===== config.mk =====
export PLATFORM = sky130hd
export DESIGN_NAME = ctrl_pipeline
export DESIGN_NICKNAME = d
export VERILOG_FILES = /design/src/rtl/ctrl_pipe_pkg.sv /design/src/rtl/ctrl_stage.sv /design/src/rtl/ctrl_pipeline.sv
export SDC_FILE = /design/constraint.sdc
export NUM_CORES = 1
export LEC_CHECK = 0
export BUFFER_PORTS_ARGS = -buffer_cell sky130_fd_sc_hd__buf_4
export CORE_UTILIZATION = 41
export CTS_CLUSTER_DIAMETER = 30
export DETAILED_ROUTE_END_ITERATION = 8
export PLACE_DENSITY = 0.78
export SLEW_MARGIN = 20
export SYNTH_ARGS = -nofsm -noshare
export SYNTH_HDL_FRONTEND = slang
export SYNTH_SLANG_ARGS = --single-unit

===== constraint.sdc =====
create_clock -name clk -period 3.5 [get_ports clk]
set_clock_uncertainty 0.15 [all_clocks]
set_input_delay 0.35 -clock clk [delete_from_list [all_inputs] [get_ports clk]]
set_output_delay 0.35 -clock clk [all_outputs]
set_load 0.01 [all_outputs]

===== src/rtl/ctrl_pipe_pkg.sv =====
// Control-word layout and shared constants for the E/M/W control pipeline.
package ctrl_pipe_pkg;

    // Control word field positions (13-bit decoded word from Decode).
    localparam int unsigned MEMTOREG     = 12;
    localparam int unsigned MEMWRITE     = 11;
    localparam int unsigned ALUSRC       = 10;
    localparam int unsigned REGDST       = 9;
    localparam int unsigned REGWRITE     = 8;
    localparam int unsigned ALUCTRL_HI   = 2;
    localparam int unsigned ALUCTRL_LO   = 0;

    localparam int unsigned CW_DEFAULT   = 13;
    localparam int unsigned RW_DEFAULT   = 5;

    // A bubble carries no control effects: every control bit low.
    localparam logic [CW_DEFAULT-1:0] CTRL_BUBBLE = '0;

endpackage


===== src/rtl/ctrl_stage.sv =====
// One pipeline stage register: asynchronous clear, clear-to-bubble, hold, else load.
module ctrl_stage #(
    parameter int unsigned W = 19
) (
    input  logic         clk,
    input  logic         rst,
    input  logic         hold_i,
    input  logic         clr_i,
    input  logic [W-1:0] d_i,
    output logic [W-1:0] q_o
);

    logic [W-1:0] data_d;
    logic [W-1:0] data_q;

    // Next state: clear beats hold, hold beats load; an all-zero entry is a bubble.
    always_comb begin
        data_d = d_i;
        if (clr_i) begin
            data_d = '0;
        end else if (hold_i) begin
            data_d = data_q;
        end
    end

    // Stage register with asynchronous clear to bubble.
    always_ff @(posedge clk or posedge rst) begin
        if (rst) begin
            data_q <= '0;
        end else begin
            data_q <= data_d;
        end
    end

    assign q_o = data_q;

endmodule


===== src/rtl/ctrl_pipeline.sv =====
// Control-word pipeline from Decode through NSTAGE stages with stall/flush
// and load-use detection that stalls Decode.
module ctrl_pipeline
    import ctrl_pipe_pkg::*;
#(
    parameter int unsigned CW           = CW_DEFAULT,
    parameter int unsigned NSTAGE       = 3,
    parameter int unsigned RW           = RW_DEFAULT,
    parameter int unsigned MEMTOREG_BIT = MEMTOREG,
    parameter int unsigned REGWRITE_BIT = REGWRITE
) (
    input  logic                 clk,
    input  logic                 rst,
    input  logic [CW-1:0]        ctrl_d,
    input  logic                 valid_d,
    input  logic [RW-1:0]        dst_d,
    input  logic [RW-1:0]        rs_d,
    input  logic [RW-1:0]        rt_d,
    input  logic                 use_rs_d,
    input  logic                 use_rt_d,
    input  logic [NSTAGE-1:0]    stall_i,
    input  logic [NSTAGE-1:0]    flush_i,
    output logic [NSTAGE*CW-1:0] ctrl_q,
    output logic [NSTAGE-1:0]    valid_q,
    output logic [NSTAGE*RW-1:0] dst_q,
    output logic                 stall_d,
    output logic                 loaduse
);

    // Stage entry layout: {valid, dst, ctrl}.
    localparam int unsigned SW = CW + RW + 1;

    logic [NSTAGE-1:0] hold;
    logic [NSTAGE-1:0] stage_clr;
    logic [SW-1:0]     stage_in [NSTAGE];
    logic [SW-1:0]     stage_q  [NSTAGE];

    logic              s0_valid;
    logic [CW-1:0]     s0_ctrl;
    logic [RW-1:0]     s0_dst;

    assign s0_valid = stage_q[0][SW-1];
    assign s0_dst   = stage_q[0][CW +: RW];
    assign s0_ctrl  = stage_q[0][CW-1:0];

    // Hold chain: a stall at any stage freezes that stage and every earlier one.
    always_comb begin
        hold = '0;
        hold[NSTAGE-1] = stall_i[NSTAGE-1];
        for (int k = int'(NSTAGE) - 2; k >= 0; k--) begin
            hold[k] = stall_i[k] | hold[k+1];
        end
    end

    // Load-use: a load in E writing a nonzero register that Decode reads.
    always_comb begin
        loaduse = s0_valid & s0_ctrl[MEMTOREG_BIT] & s0_ctrl[REGWRITE_BIT]
                & (s0_dst != '0) & valid_d
                & ((use_rs_d & (rs_d == s0_dst)) | (use_rt_d & (rt_d == s0_dst)));
        stall_d = hold[0] | loaduse;
    end

    for (genvar g = 0; g < int'(NSTAGE); g++) begin : g_stage
        if (g == 0) begin : g_first
            assign stage_in[g]  = {valid_d, dst_d, ctrl_d};
            // Loaduse inserts a bubble only when E is not frozen.
            assign stage_clr[g] = flush_i[g] | (~hold[g] & loaduse);
        end else begin : g_rest
            assign stage_in[g]  = stage_q[g-1];
            // Upstream frozen while this stage drains: take a bubble.
            assign stage_clr[g] = flush_i[g] | (~hold[g] & hold[g-1]);
        end

        ctrl_stage #(
            .W (SW)
        ) u_stage (
            .clk    (clk),
            .rst    (rst),
            .hold_i (hold[g]),
            .clr_i  (stage_clr[g]),
            .d_i    (stage_in[g]),
            .q_o    (stage_q[g])
        );

        assign ctrl_q[g*CW +: CW] = stage_q[g][CW-1:0];
        assign dst_q[g*RW +: RW]  = stage_q[g][CW +: RW];
        assign valid_q[g]         = stage_q[g][SW-1];
    end

endmodule


==> flow_summary.toml, run 1 <==
[run_status]
status = "finished, violations left"
violations = "hold timing"

[timing]
hold_violations = 32
worst_pin_slew_ns = 1.05
slew_headroom = 0.294
tns_ns = 0
timing.final.crit_share = 0.712
finalSetupViolations = 0
layout_min_cycle_time_ns = 2.49
maxSlewViolCount = 0
fmax_ghz = 0.401
rsz0062_at_grt = "no"
hold_slack_ns = -0.0125

[clock_network]
clk_path_buf_depth = 2
cts_max_level = 3
cts_tree = "built"
cts_buffers = 9
cts_setup_buffers = 0
cts-root-buf = "clkbuf_8"
clkLatencyLatePin_ns = 0.32
clock_sinks = 57
hold_buffers = 0
clk_pin_slew_ns = 0.07
cts_resized = 0

[placement]
io_buffers = 97
dp_hpwl_mm = 4.90
gp_congestion = 0.778

[setup_path]
worst-path-buf-inv = 2
critical_path.max_stage_delay_ns = 0.56
critPathLaunchType = "register"
worst-endpoint-required_ns = 3.00
worstPathMaxFanout = 21
crit_path_frequent_cell = "buf_4"
crit_slowest_cell = "or4_1"
crit_type = "register to output port"
cp-end-kind = "output port"
critPathArrivalTime_ns = 1.99
rrSetupSlack_ns = 1.63
crit_chain = "or4_1 -> o21ai_2 -> buf_4 -> o21ai_0 -> buf_4"
crit_family = "simple AND/OR/NAND/NOR gates"

[synth]
yosysUniqueCellTypes = 28
synth.area.top_cells = "dfrtp_1 55%, a22o_1 15%, nor3b_2 4.8%"
async_reset_ff_frac = 1.00
yosysWarnings = 0
synth_top_area_frac = 0.549
synthFlopType = "dfrtp_1"
yosysTopAreaCell = "dfrtp_1"
syn_inst = 210
synth_area_um2 = 2600
yosysMostFrequentCell = "dfrtp_1"
yosysSeqAreaShare = 0.549
synth_seq_cells = 57
postSynthAreaPerCell_um2 = 12.4
syn_nets = 249
synthTopCellsByCount = "57 x dfrtp_1, 46 x a22o_1, 14 x nand2_1"
synth_edf_count = 0

[global_routing]
grt_pass1_vias = 2077
grt_max_degree = 34
track_usage = 0.214
grt_pass1_wl_mm = 10.5
grt-ovfl-total = 0
antenna_found_initial = 0

[die]
die_h_um = 81.6
die_w_um = 81.6
die_area_um2 = 6660
placementRows = 28
ioPinCount = 98
core_area_um2 = 6030
initial_core_util = 0.431

[pwr]
p_leak_nw = 1.89
pwr-share-clk = 0.429
switchingPower_mw = 0.367
intPower_mw = 1.16
vdd_ir_drop_max_mv = 0.279
power_density_nw_per_um2 = 425
seqPwrFrac = 0.458
p_comb_frac = 0.113
netSwitchingFraction = 0.240

[cells_and_area]
nets = 347
largest_reg_flops = 57
syn2layout_area_growth_pct = 38.2
antennaDiodeCount = 0
final_core_util = 0.596
drive_above_1_share = 0.466
fillers = 523
multiInputGateArea_um2 = 1090
ff_latch_area_um2 = 1430

[detailed_routing]
vias = 2085
post-route-drc-count = 0
drtAntennaViolNets = 0
post_drt_via_cell_ratio = 5.37
avgRoutedWirePerCell_um = 17.1
drt-total-wl_mm = 6.64
drtIter0Drc = 102
drtPass1Iterations = 4

[worst_hold_path]
hp-class = "primary input to async pin"

[run]
maxCapViolations = 0
-- logic make-up after synthesis --
group                  Yosys count  share of synthesized area
flip-flops                      57                      0.549
AND/OR/NAND/NOR                 48                      0.129
XOR/XNOR                        10                     0.0337
AO/OA/AOI/OAI                   79                      0.252
buffers and inverters           16                     0.0366
-- through the flow --
stage / area, µm² / power [mW] / worst slack [ns] / instances / hold WS (ns)
after CTS: 3580 / 1.53 / 1.01 / 388 / 0.00169
final: 3590 / 1.53 / 1.01 / 388 / -0.0125
after floorplan: 2600 / 0.794 / 1.48 / 210 / 0.385
after global routing: 3590 / 1.59 / 0.850 / 388 / 0.0308
after global placement: 3370 / 0.880 / 1.38 / 372 / 0.341
after detailed placement: 3370 / 0.883 / 1.36 / 372 / 0.343
-- worst register-to-register path, cell delays in order (launching register included) --
cell and delay [ns]:
dfrtp_1 0.46, or4_1 0.57, o21ai_2 0.12, buf_4 0.25, a22o_2 0.18, a21o_1 0.08
-- final timing paths --
check | cells past startpoint | to | startpoint
hold / removal | 2 | g_stage[2].u_stage.q_o[18]$_DFFE_PP0P_ | rst
setup reg to reg | 5 | g_stage[0].u_stage.q_o[16]$_DFFE_PP0P_ | g_stage[0].u_stage.q_o[14]$_DFFE_PP0P_
max in group asynchronous | 3 | g_stage[2].u_stage.q_o[10]$_DFFE_PP0P_ | rst
min in group clk | 3 | g_stage[1].u_stage.q_o[11]$_DFFE_PP0P_ | flush_i[1]
hold reg to reg | 1 | g_stage[2].u_stage.q_o[12]$_DFFE_PP0P_ | g_stage[2].u_stage.q_o[12]$_DFFE_PP0P_
setup / recovery | 5 | stall_d | g_stage[0].u_stage.q_o[14]$_DFFE_PP0P_
-- layout make-up --
type / instances / area share
clock buffer: 10 / 0.0355
clock inverter: 6 / 0.0230
inverter: 1 / 0.00104
multi-input combinational: 137 / 0.304
sequential: 57 / 0.397
tap: 75 / 0.0261
timing repair buffer: 102 / 0.213
-- power by group through the flow --
stage                     combinational [mW]  sequential (mW)  clock, mW
after floorplan                       0.0807            0.713          0
after global placement                 0.170            0.710          0
after detailed placement               0.172            0.711          0
after CTS                              0.173            0.699      0.663
after global routing                   0.187            0.701      0.698
final                                  0.172            0.699      0.656
-- per-layer routing --
layer / vias to the layer above / global-route usage / part of all wire
met4: 0 / 0.0912 / 0.014
met2: 63 / 0.334 / 0.49
met5: - / 0 / 0
met3: 10 / 0.0467 / 0.051
met1: 1028 / 0.286 / 0.44
li1: 984 / - / -
-- layout by cell type (no fill, tap or decap) --
cell	count
a21o_1	9
nor3b_2	10
nor2_1	4
a32oi_1	1
o21ai_0	8
a22o_2	4
a21o_2	10
nor3_2	1
nor3_1	1
nor2b_1	1
o21ai_2	1
and2_0	1
nand2_1	14
inv_2	1
bufinv_16	2
nor3b_1	9
or4_1	1
and4_1	1
nor2_2	1
nor4_1	2
clkbuf_8	9
xnor2_1	2
nor4_4	1
or3_1	1
buf_4	102
clkinvlp_4	1
xor2_1	8
clkinv_2	3
clkbuf_1	1
dfrtp_1	57
a22o_1	46
No activity file was read; power rests on OpenSTA's default activity.
==> inputs of run 2 (changes only) <==
--- a/config.mk
+++ b/config.mk
@@ -5,11 +5,12 @@
 export SDC_FILE = /design/constraint.sdc
 export NUM_CORES = 1
 export LEC_CHECK = 0
+export ABC_AREA = 1
 export BUFFER_PORTS_ARGS = -buffer_cell sky130_fd_sc_hd__buf_4
 export CORE_UTILIZATION = 41
 export CTS_CLUSTER_DIAMETER = 30
 export DETAILED_ROUTE_END_ITERATION = 8
-export PLACE_DENSITY = 0.78
+export PLACE_DENSITY = 0.77
 export SLEW_MARGIN = 20
 export SYNTH_ARGS = -nofsm -noshare
 export SYNTH_HDL_FRONTEND = slang
==> constraint.sdc (replaced) <==
create_clock -name clk -period 2.5 [get_ports clk]
set_clock_uncertainty 0.15 [all_clocks]
set_input_delay 0.25 -clock clk [delete_from_list [all_inputs] [get_ports clk]]
set_output_delay 0.25 -clock clk [all_outputs]
set_load 0.01 [all_outputs]
==> run 2 against run 1 <==
  * The run ends with DRC left
  * Hold slack improved by 0.11 ns
  * Final cell count increased by 32%
  * Synthesized area grew 5.8%
  * Setup slack got worse by 0.48 ns
  * Global-route usage up 0.66 points
  * Critical path depth grew 4
  * Critical path type unchanged
==> flow_summary.toml, run 2 <==
[synth]
yosysMostFrequentCell = "nand2_1"
synth_area_um2 = 2750
syn_nets = 376
synthFlopType = "dfrtp_1"
yosysUniqueCellTypes = 23
synth_edf_count = 0
yosysSeqAreaShare = 0.519
yosysTopAreaCell = "dfrtp_1"
syn_inst = 337
postSynthAreaPerCell_um2 = 8.16
synth_seq_cells = 57
async_reset_ff_frac = 1.00
synth_top_area_frac = 0.519
yosysWarnings = 0
synth.area.top_cells = "dfrtp_1 52%, nand2_1 10%, inv_1 7.4%"
synthTopCellsByCount = "73 x nand2_1, 57 x dfrtp_1, 54 x inv_1"

[die]
die_h_um = 83.9
die_w_um = 83.9
initial_core_util = 0.428
placementRows = 29
ioPinCount = 98
core_area_um2 = 6420
die_area_um2 = 7040

[pwr]
intPower_mw = 1.88
seqPwrFrac = 0.402
power_density_nw_per_um2 = 643
switchingPower_mw = 0.555
pwr-share-clk = 0.487
p_comb_frac = 0.112
netSwitchingFraction = 0.228
vdd_ir_drop_max_mv = 0.360
p_leak_nw = 2.01

[worst_hold_path]
holdPathStages = 5
hp-class = "primary input to register"

[clock_network]
clock_sinks = 57
cts_setup_buffers = 0
cts_resized = 0
clkLatencyLatePin_ns = 0.33
cts_buffers = 9
clk_path_buf_depth = 2
clk_pin_slew_ns = 0.06
hold_buffers = 1
cts_tree = "built"
cts-root-buf = "clkbuf_8"
cts_max_level = 3

[global_routing]
grt_pass1_wl_mm = 12.0
track_usage = 0.220
grt-ovfl-total = 0
grt_pass1_vias = 2501
antenna_found_initial = 0
grt_max_degree = 34

[placement]
dp_hpwl_mm = 5.12
io_buffers = 97
gp_congestion = 0.841
post-place-ws_ns = 0.563

[setup_path]
reg2regPathDepth = 9
critPathLaunchType = "register"
worstPathMaxFanout = 7
crit_chain = "inv_2 -> nand2_1 -> nand2_1 -> nor2_1 -> nand3_1 -> nand2_1 -> nand2_1 -> inv_1 -> buf_4"
crit_type = "register to output port"
critical_path.max_stage_delay_ns = 0.50
worst-endpoint-required_ns = 2.10
crit_slowest_cell = "dfrtp_1"
cp-end-kind = "output port"
crit_path_frequent_cell = "nand2_1"
critPathArrivalTime_ns = 1.57

[detailed_routing]
drt-total-wl_mm = 7.20
drtAntennaViolNets = 0
drtIter0Drc = 134
avgRoutedWirePerCell_um = 14.0
post_drt_via_cell_ratio = 4.93
post-route-drc-count = 12
drtPass1Iterations = 6
vias = 2533

[cells_and_area]
nets = 471
largest_reg_flops = 57
final_core_util = 0.590
final_cell_mix = "100 x buf_4, 73 x nand2_1, 57 x dfrtp_1"
antennaDiodeCount = 0
final_common_cell = "buf_4"
syn2layout_area_growth_pct = 37.7
drive_above_1_share = 0.311

[timing]
tns_ns = 0
fin_ws_ns = 0.527
maxSlewViolCount = 0
worst_pin_slew_ns = 0.630
finalSetupViolations = 0
slew_headroom = 0.579
timing.final.crit_share = 0.789
fmax_ghz = 0.507
layout_min_cycle_time_ns = 1.97
hold_violations = 0
rsz0062_at_grt = "no"

[run_status]
status = "finished, violations left"
violations = "DRC"

[run]
maxCapViolations = 0
==> run 2: cell count changes after synthesis, sizes merged, moves of 3 or more <==
cell   previous run  this run
nand2            14        74
a22o             50         0
nor2              5        31
nor3b            19         0
inv               1        58
o31ai             0        19
xor2              8         0
o21ai             9        37
a21o             19         0
nor4              3         0
nand3             0        39
==> run 2: cell families after synthesis <==
group                  Yosys count  share of synthesized area
AOI/OAI and AO/OA               58                      0.124
buffers and inverters           76                      0.116
DFF                             57                      0.519
and+or+nand+nor                146                      0.242
==> run 2: path summary, 6_finish.rpt <==
check	startpoint	end	slack [ns]
hold reg to reg	g_stage[2].u_stage.q_o[0]$_DFFE_PP0P_	g_stage[2].u_stage.q_o[0]$_DFFE_PP0P_	0.37
setup reg to reg	g_stage[0].u_stage.q_o[17]$_DFFE_PP0P_	g_stage[0].u_stage.q_o[2]$_DFFE_PP0P_	0.81
hold / removal	ctrl_d[1]	g_stage[0].u_stage.q_o[1]$_DFFE_PP0P_	0.1
min in group asynchronous	rst	g_stage[0].u_stage.q_o[2]$_DFFE_PP0P_	0.36
max in group asynchronous	rst	g_stage[0].u_stage.q_o[1]$_DFFE_PP0P_	1.21
setup / recovery	g_stage[0].u_stage.q_o[17]$_DFFE_PP0P_	loaduse	0.53
==> run 2: power by group through the flow <==
stage          logic (mW)  clock network (mW)  registers [mW]
2_1_floorplan       0.144                   0           0.997
3_3_place_gp        0.261                   0           0.993
3_5_place_dp        0.270                   0           0.994
4_1_cts             0.273                1.20           0.977
5_1_grt             0.305                1.24           0.980
6_report            0.272                1.18           0.978
==> run 2: per-layer routing <==
metal  vias to the layer above  global-route usage  part of all wire
li1                       1256                   -                 -
met1                      1179               0.270              0.43
met2                        84               0.364              0.49
met3                        14              0.0603             0.057
met4                         0              0.0956             0.018
met5                         -                   0                 0
==> run 2: metrics by stage <==
stage | hold WS, ns | std cells | total power [mW] | instance area, µm²
floorplan | 0.307 | 337 | 1.14 | 2750
global placement | 0.159 | 497 | 1.25 | 3500
detailed placement | 0.177 | 497 | 1.26 | 3500
CTS | 0.0820 | 514 | 2.45 | 3790
global route | 0.101 | 514 | 2.53 | 3790
finish | 0.0960 | 514 | 2.43 | 3790
==> run 2: worst max-delay path, delay by kind of cell (launching register included) <==
kind                   cells  cell delay (ns)
buffers and inverters      3             0.24
AND/OR/NAND/NOR            6             0.50
flip-flops                 1             0.50
==> run 2: layout make-up <==
type,count,area (µm²)
clock buffers,11,151
clock inverters,5,125
fillers,558,2640
inverters,59,221
multi-input cells,204,1010
flip-flops and latches,57,1430
well taps,77,96.3
repair buffers,101,761
==> inputs of run 3 (changes only) <==
--- a/config.mk
+++ b/config.mk
@@ -10,7 +10,7 @@
 export CORE_UTILIZATION = 41
 export CTS_CLUSTER_DIAMETER = 30
 export DETAILED_ROUTE_END_ITERATION = 8
-export PLACE_DENSITY = 0.77
+export PLACE_DENSITY = 0.8
 export SLEW_MARGIN = 20
 export SYNTH_ARGS = -nofsm -noshare
 export SYNTH_HDL_FRONTEND = slang
==> constraint.sdc (replaced) <==
create_clock -name clk -period 1.8 [get_ports clk]
set_clock_uncertainty 0.15 [all_clocks]
set_input_delay 0.18 -clock clk [delete_from_list [all_inputs] [get_ports clk]]
set_output_delay 0.18 -clock clk [all_outputs]
set_load 0.01 [all_outputs]
==> run 3 against run 2 <==
  * Wire length down 0.22%
  * Largest power group is now registers
  * Largest cell class unchanged
  * Core utilization up 0.41 points
  * Count of clock-buffer cells in the layout down 1
  * Total power up 19%
  * Clock power down 4%
  * Non-clock buffer count up 10
  * Via count up 1.0%
  * The run still ends with DRC left
  * Sequential power up 39%
==> flow_summary.toml, run 3 (synthesis results as in run 2) <==
[run_status]
status = "finished, violations left"
violations = "DRC"

[global_routing]
met1_usage = 0.277
track_usage = 0.214
grt-busiest-layer = "met2"
grt_pass1_vias = 2505
antenna_found_initial = 0
grt_pass1_wl_mm = 11.8
grt_max_degree = 58
grt-ovfl-total = 0
use_met3 = 0.0425
grt_util_met2 = 0.344

[die]
core_area_um2 = 6420
die_w_um = 83.9
die_area_um2 = 7040
initial_core_util = 0.428
placementRows = 29
die_h_um = 83.9
ioPinCount = 98

[timing]
slew_headroom = 0.684
layout_min_cycle_time_ns = 1.79
maxSlewViolCount = 0
hold_slack_ns = 0.0321
timing.final.crit_share = 0.997
rsz0062_at_grt = "yes"
finalSetupViolations = 0
worst_pin_slew_ns = 0.471
tns_ns = 0
fmax_ghz = 0.557
hold_violations = 0

[pwr]
power.total_mw = 2.90
vdd_ir_drop_max_mv = 0.484
p_leak_nw = 2.01
power_density_nw_per_um2 = 759

[clock_network]
cts-root-buf = "clkbuf_8"
clock_sinks = 57
cts_buffers = 9
clk_pin_slew_ns = 0.06
cts_max_level = 3
clk_path_buf_depth = 2
cts_tree = "built"
clkLatencyLatePin_ns = 0.33

[setup_path]
critPathLaunchType = "register"
crit_family = "simple AND/OR/NAND/NOR gates"
crit_path_frequent_cell = "nand2_2"
critPathArrivalTime_ns = 1.46
rrSetupSlack_ns = 0.13
reg2regPathDepth = 10
worst-endpoint-required_ns = 1.47
crit_chain = "inv_2 -> nand2_1 -> nand2_1 -> nor2_2 -> nand3_2 -> nand2_2 -> nand2_2 -> nand2_2 -> buf_6"
timing.rr.end = "g_stage[0].u_stage.q_o[6]$_DFFE_PP0P_"
cp-end-kind = "output port"
crit_type = "register to output port"
worst-path-buf-inv = 2
worstPathMaxFanout = 5
regToRegStartpoint = "g_stage[0].u_stage.q_o[16]$_DFFE_PP0P_"
critical_path.max_stage_delay_ns = 0.42
crit_slowest_cell = "dfrtp_2"

[detailed_routing]
drtAntennaViolNets = 0
vias = 2559
avgRoutedWirePerCell_um = 13.8
drtIter0Drc = 105
drtPass1Iterations = 6
post-route-drc-count = 16
drt-total-wl_mm = 7.18
post_drt_via_cell_ratio = 4.90

[placement]
io_buffers = 97
dp_hpwl_mm = 5.07
gp_congestion = 0.877
placed_cells = 501
dpl-instance-area_um2 = 3540

[worst_hold_path]
holdPathStages = 5
hp-class = "primary input to register"
hp-start = "ctrl_d[3]"
hold_end = "g_stage[0].u_stage.q_o[3]$_DFFE_PP0P_"

[cells_and_area]
antennaDiodeCount = 0
fin_cells = 522
final_cell_mix = "107 x buf_4, 70 x nand2_1, 53 x dfrtp_1"
final_area_um2 = 3810
final_common_cell = "buf_4"
syn2layout_area_growth_pct = 38.7
nets = 481
drive_above_1_share = 0.355
largest_reg_flops = 57

[run]
maxCapViolations = 0
[run 3: changes by cell type in the layout (fill, tap and decap cells not counted), sizes merged]
cell	before	now
clkbuf	11	10
bufinv	4	1
buf	100	110
clkinv	2	4
[run 3: where the power goes]
part	switching [mW]	internal [mW]
logic	0.230	0.179
clock network	0.477	0.653
registers	0.0372	1.32
total	0.744	2.15
[run 3: repair_timing]
item / CTS / global route
gates resized for setup: 10 / 7
endpoints found under the setup margin: 2 / 7
cloned: 0 / 0
endpoints found under the hold margin: 57 / 0
hold buffers: 1 / 0
buffers inserted: 6 / 0
pin swaps: 5 / 4
[run 3: through the flow]
step,utilization,setup slack (ns)
after floorplan,-,0.0704
after global routing,0.594,-0.0746
after CTS,0.591,-0.00378
final,0.594,0.00556
after detailed placement,0.552,0.138
after global placement,0.552,0.209
[run 3: final cells by class]
type	count	area, µm²
fillers	557	2610
flip-flops and latches	57	1430
multi-input cells	204	1030
repair buffers	111	856
inverters	59	221
clock buffers	10	138
well taps	77	96.3
clock inverters	4	45.0
[run 3: metal layers]
metal / share of wire / wire [µm] / vias up
li1: - / - / 1280
met1: 0.44 / 3170 / 1173
met2: 0.49 / 3490 / 90
met3: 0.051 / 368 / 16
met4: 0.021 / 153 / 0
met5: 0 / 0 / -
[run 3: tightest hold or removal path, cell delays in order]
cell and delay (ns):
buf_4 0.11, o21ai_0 0.06, nand2_1 0.05, inv_1 0.04, nor2_1 0.03
[run 3: how the worst max path moves through the flow]
stage	startpoint	endpoint	slack, ns	cells after the start
final	g_stage[0].u_stage.q_o[16]$_DFFE_PP0P_	stall_d	0.006	9
after global routing	g_stage[0].u_stage.q_o[16]$_DFFE_PP0P_	stall_d	-0.07	7
after CTS	g_stage[0].u_stage.q_o[13]$_DFFE_PP0P_	stall_d	-0.004	8
after detailed placement	g_stage[0].u_stage.q_o[17]$_DFFE_PP0P_	g_stage[0].u_stage.q_o[6]$_DFFE_PP0P_	0.14	9
after global placement	g_stage[0].u_stage.q_o[17]$_DFFE_PP0P_	g_stage[0].u_stage.q_o[17]$_DFFE_PP0P_	0.21	9
after floorplan	rst	g_stage[0].u_stage.q_o[0]$_DFFE_PP0P_	0.07	1
